--- config.mk ---
export PLATFORM = sky130hd
export DESIGN_NAME = note_seq_datapath
export DESIGN_NICKNAME = d
export VERILOG_FILES = /design/src/rtl/note_seq_datapath.sv
export SDC_FILE = /design/constraint.sdc
export NUM_CORES = 1
export LEC_CHECK = 0
export ABC_AREA = 1
export CORE_MARGIN = 8
export CORE_UTILIZATION = 55
export CTS_CLUSTER_SIZE = 20
export DETAILED_ROUTE_END_ITERATION = 10
export HOLD_SLACK_MARGIN = 0.03
export PLACE_DENSITY = 0.74
export SYNTH_ARGS = -nofsm -noshare
export SYNTH_HDL_FRONTEND = slang
export SYNTH_SLANG_ARGS = --single-unit
--- constraint.sdc ---
create_clock -name clk -period 4.3 [get_ports clk]
set_input_delay 0.86 -clock clk [delete_from_list [all_inputs] [get_ports clk]]
set_output_delay 0.86 -clock clk [all_outputs]
set_load 0.01 [all_outputs]
--- src/rtl/note_seq_datapath.sv ---
// Note sequencer: records {octave, note} words, plays them back at a fixed
// tempo and asks a VGA drawer to repaint the grid cell of each touched slot.
module note_seq_datapath #(
    parameter int DEPTH = 16,
    parameter int COLS = 4,
    parameter int CELL_W = 36,
    parameter int CELL_H = 12,
    parameter int GAP = 4,
    parameter int TEMPO_DIV = 12500000,
    localparam int ADDR_W = $clog2(DEPTH)
) (
    input  logic              clk,
    input  logic              reset,
    input  logic [3:0]        note_data,
    input  logic [1:0]        octave_data,
    input  logic              rec_strobe,
    input  logic              play_start,
    input  logic              play_stop,
    input  logic              clear,
    input  logic              loop_en,
    output logic [5:0]        note_out,
    output logic              note_valid,
    output logic              playing,
    output logic [ADDR_W:0]   count,
    output logic              full,
    output logic [7:0]        cell_x,
    output logic [6:0]        cell_y,
    output logic [2:0]        cell_colour,
    output logic              cell_draw
);

    localparam logic [31:0] TEMPO_RELOAD = 32'(TEMPO_DIV - 1);
    localparam logic [ADDR_W:0] DEPTH_C = (ADDR_W + 1)'(DEPTH);
    localparam logic [ADDR_W-1:0] LAST_SLOT = ADDR_W'(DEPTH - 1);

    typedef enum logic [1:0] {
        S_IDLE,
        S_PLAY,
        S_CLEAR
    } state_t;

    state_t state;

    logic [5:0]        mem [DEPTH];
    logic [5:0]        rd_data;
    logic [ADDR_W:0]   wr_ptr;
    logic [ADDR_W-1:0] rd_addr;
    logic [ADDR_W-1:0] clr_addr;
    logic [ADDR_W-1:0] p1_addr;
    logic [31:0]       tempo;
    logic              v1;
    logic              ending;

    logic              step;
    logic              last_slot;
    logic              do_rec;
    logic              mem_we;
    logic [ADDR_W-1:0] mem_waddr;
    logic [5:0]        mem_wdata;

    function automatic logic [7:0] slot_x(input logic [ADDR_W-1:0] a);
        int v;
        v = GAP + (int'(a) % COLS) * (CELL_W + GAP);
        return v[7:0];
    endfunction

    function automatic logic [6:0] slot_y(input logic [ADDR_W-1:0] a);
        int v;
        v = GAP + (int'(a) / COLS) * (CELL_H + GAP);
        return v[6:0];
    endfunction

    assign step      = (state == S_PLAY) && !ending && (tempo == '0);
    assign last_slot = ({1'b0, rd_addr} == count - 1'b1);
    assign do_rec    = (state == S_IDLE) && rec_strobe && !full
                       && !clear && !play_stop && !play_start;
    assign full      = (count == DEPTH_C);
    assign playing   = (state == S_PLAY);

    always_comb begin
        mem_we    = 1'b0;
        mem_waddr = wr_ptr[ADDR_W-1:0];
        mem_wdata = {octave_data, note_data};
        if (reset && state == S_CLEAR) begin
            mem_we    = 1'b1;
            mem_waddr = clr_addr;
            mem_wdata = 6'b0;
        end else if (reset && do_rec) begin
            mem_we = 1'b1;
        end
    end

    // Storage has no reset; the read port tracks rd_addr every cycle.
    always_ff @(posedge clk) begin
        if (mem_we) mem[mem_waddr] <= mem_wdata;
        rd_data <= mem[rd_addr];
    end

    always_ff @(posedge clk) begin
        if (!reset) begin
            state       <= S_IDLE;
            wr_ptr      <= '0;
            rd_addr     <= '0;
            clr_addr    <= '0;
            p1_addr     <= '0;
            count       <= '0;
            tempo       <= '0;
            v1          <= 1'b0;
            ending      <= 1'b0;
            note_out    <= '0;
            note_valid  <= 1'b0;
            cell_draw   <= 1'b0;
            cell_colour <= '0;
            cell_x      <= '0;
            cell_y      <= '0;
        end else begin
            note_valid <= 1'b0;
            cell_draw  <= 1'b0;
            v1         <= 1'b0;
            if (tempo != '0) tempo <= tempo - 1'b1;

            unique case (state)
                S_IDLE: begin
                    if (clear) begin
                        state    <= S_CLEAR;
                        clr_addr <= '0;
                    end else if (play_start && !play_stop && count != '0) begin
                        state   <= S_PLAY;
                        rd_addr <= '0;
                        tempo   <= '0;
                        ending  <= 1'b0;
                    end else if (do_rec) begin
                        wr_ptr      <= wr_ptr + 1'b1;
                        count       <= count + 1'b1;
                        cell_draw   <= 1'b1;
                        cell_colour <= 3'b100;
                        cell_x      <= slot_x(wr_ptr[ADDR_W-1:0]);
                        cell_y      <= slot_y(wr_ptr[ADDR_W-1:0]);
                    end
                end
                S_PLAY: begin
                    if (clear) begin
                        state    <= S_CLEAR;
                        clr_addr <= '0;
                    end else if (play_stop) begin
                        state <= S_IDLE;
                    end else begin
                        if (step) begin
                            v1      <= 1'b1;
                            p1_addr <= rd_addr;
                            tempo   <= TEMPO_RELOAD;
                            if (!last_slot) rd_addr <= rd_addr + 1'b1;
                            else if (loop_en) rd_addr <= '0;
                            else ending <= 1'b1;
                        end
                        if (v1) begin
                            note_out    <= rd_data;
                            note_valid  <= 1'b1;
                            cell_draw   <= 1'b1;
                            cell_colour <= 3'b110;
                            cell_x      <= slot_x(p1_addr);
                            cell_y      <= slot_y(p1_addr);
                        end
                        // leave only after the final note has been presented
                        if (note_valid && ending) state <= S_IDLE;
                    end
                end
                S_CLEAR: begin
                    cell_draw   <= 1'b1;
                    cell_colour <= 3'b000;
                    cell_x      <= slot_x(clr_addr);
                    cell_y      <= slot_y(clr_addr);
                    if (clr_addr == LAST_SLOT) begin
                        state  <= S_IDLE;
                        wr_ptr <= '0;
                        count  <= '0;
                    end else begin
                        clr_addr <= clr_addr + 1'b1;
                    end
                end
                default: state <= S_IDLE;
            endcase
        end
    end

endmodule

==> reports/results.ini <==
[outcome]
outcome=finished, final reports clean

[logic_synthesis]
avgSynthCellArea_sq_um=9.19
syn_inst=900
synthDistinctLibCells=49
ys_seq_elements=174
netlist_area_sq_mm=0.00827
yosys_most_used_dff=edfxtp_1
async_reset_ff_frac=0
synth_warnings=0
seq_area_frac_synth=0.537
synth_edf_count=96

[cts]
clk_pin_slew_worst_paths_ns=0.08
clock_latency_ns=0.44
holdBufCountCts=0
cts_buffer_depth=2
cts_made_buffers=17
cts_max_level=4
post_cts_buffers=0
cts_sinks=174
cts_root_buf=clkbuf_16
cts-resized-gates=0
cts_tree=yes

[place]
gp_congestion=0.927
place_area_sq_mm=0.00873
port_buffers=37
place_hpwl_mm=13.5

[die]
start_util=0.552
io_pins=46
dieHeight_microns=139
fp-row-count=45
dieArea_sq_mm=0.0192
fp.dieW_microns=139
core_area_sq_mm=0.0150

[global_routing]
grt_util_met2=0.336
grtUsageMet1=0.254
grt_pass1_vias=5919
overflow=0
grt_max_degree=54
grt_use_total=0.203
grt_pass1_wl_mm=30.7
grt_use_met3=0.0413
antenna_found_initial=0
top_usage_layer=met2

[setup_path]
critical_path_required_ns=3.44
rrSetupSlack_ns=1.55
arrival_ns=2.09
r2r_start=count[0]$_SDFFE_PN0P_
crit_path_end_kind=output port
worstSetupStartpointType=flip-flop
critPathMaxFanout=8
reg2regPathDepth=9
r2r_end=mem[12][4]$_DFFE_PP_
path_class=flip-flop to output port

[min_path]
whs_endpoint=note_out[5]$_SDFFE_PN0P_
worstHoldStart=rd_data[5]$_DFF_P_
whs_path_depth=2
min_path_type=flip-flop to flip-flop

[sta]
finalMaxSlewViolations=0
slew-limit-headroom=0.284
hold_viol_final=0
fin_crit_ns=2.95
fmax_mhz=339
fin_crit_sh=0.686
setup_tns_ns=0
finalSetupViolCount=0
skew_ns=0.0169
worst_slew_pin_slew_ns=1.07
rsz0062_at_grt=no

[routing]
totalWireLength_mm=19.2
drt_iter0_drc=552
drc=0
vias=6281
wire_per_inst_microns=17.0
first_pass_iters=7
routed_via_density=5.56
postRouteAntennaNets=0

[final_layout]
drive_gt1_frac=0.113
area_growth_pct=12.8
antennaDiodeCount=0
fin_area_sq_mm=0.00934
nets=954

[power_and_ir_drop]
irDropWorstVdd_mv=0.428
p_leak_nw=3.61
p_per_area_mw_per_mm2=674

[job]
max_cap_violations=0

[synth_stat cells, types with 11 or more instances]
cell | instances | area [sq um]
nor3_1 | 14 | 70.1
buf_4 | 13 | 97.6
edfxtp_1 | 96 | 2880
ha_1 | 12 | 150
nor2_2 | 14 | 87.6
buf_2 | 11 | 55.1
o221ai_1 | 17 | 149
nand2_1 | 138 | 518
dfxtp_1 | 78 | 1560
o21ai_0 | 51 | 255
xor2_1 | 18 | 158
nor2_1 | 162 | 608
inv_2 | 13 | 48.8
nand3_1 | 44 | 220
mux2i_1 | 18 | 180
inv_1 | 56 | 210
a21oi_1 | 36 | 180
clkbuf_1 | 15 | 56.3
[sequential cells by signal, indices dropped and copies added (netlist names), 3 cells and up]
name      count
count         5
note_out      6
cell_x        3
mem          96
wr_ptr        4
rd_data       6
p1_addr       4
rd_addr       4
clr_addr      4
tempo        32
[layout by cell type, fill, tap and decap left out, types with 17 or more instances in the layout]
cell / count
mux2i_1: 18
o221ai_1: 17
clkdlybuf4s50_1: 37
nand2_1: 138
clkbuf_16: 17
dfxtp_1: 77
xor2_1: 18
nor2_1: 162
inv_1: 56
o21ai_0: 51
edfxtp_1: 96
a21oi_1: 36
nand3_1: 44
[critical path, stage by stage, from the launching register on]
cell             delay [ns]
dfxtp_1                0.48
inv_1                  0.12
ha_1                   0.26
nand2_1                0.09
nor2_1                 0.04
nand2_1                0.11
inv_1                  0.05
clkdlybuf4s50_1        0.48
[layer usage]
layer,vias to the layer above,share of wire,routed length (microns)
met5,-,0,0
met4,0,0.017,334
met3,27,0.059,1140
met2,221,0.49,9420
met1,2944,0.43,8330
li1,3089,-,-
[cells by family after synthesis]
kind of cell / share of synthesized area
other: 0.000453
AOI/OAI and AO/OA: 0.101
adders and majority gates: 0.0181
xor gates and xnor gates: 0.0296
muxes: 0.0218
buffers and inverters: 0.0606
and+or+nand+nor: 0.231
DFF: 0.537
[worst max path at each step]
stage	start	end	slack, ns	cells after the start
4_1_cts	count[0]$_SDFFE_PN0P_	full	1.35	7
2_1_floorplan	reset	mem[0][0]$_DFFE_PP_	1.93	5
3_3_place_gp	reset	mem[12][3]$_DFFE_PP_	0.94	6
6_report	count[0]$_SDFFE_PN0P_	full	1.35	7
3_5_place_dp	reset	mem[12][4]$_DFFE_PP_	0.91	6
5_1_grt	reset	mem[4][1]$_DFFE_PP_	1.18	6
[per-stage QoR]
stage | hold slack (ns) | util | setup WS [ns] | total power, mW | instances
2_1_floorplan | 0.430 | - | 1.93 | 4.15 | 907
3_3_place_gp | 0.437 | 0.583 | 0.944 | 4.72 | 1098
3_5_place_dp | 0.443 | 0.583 | 0.908 | 4.73 | 1098
4_1_cts | 0.458 | 0.623 | 1.35 | 6.28 | 1130
5_1_grt | 0.472 | 0.623 | 1.18 | 6.68 | 1130
6_report | 0.454 | 0.623 | 1.35 | 6.29 | 1130
[layout make-up]
class / instances / area (sq um)
fillers: 1271 / 5640
repair buffers: 45 / 430
inverters: 70 / 264
multi-input cells: 621 / 3350
well taps: 188 / 235
clock buffers: 17 / 425
clock inverters: 15 / 181
flip-flops and latches: 174 / 4450
[where the power goes]
| group | internal (mW) | switching [mW] |
|---|---|---|
| registers | 2.01 | 0.199 |
| logic | 0.873 | 1.66 |
| clock network | 0.791 | 0.755 |
Power figures use the tool's default switching activity.
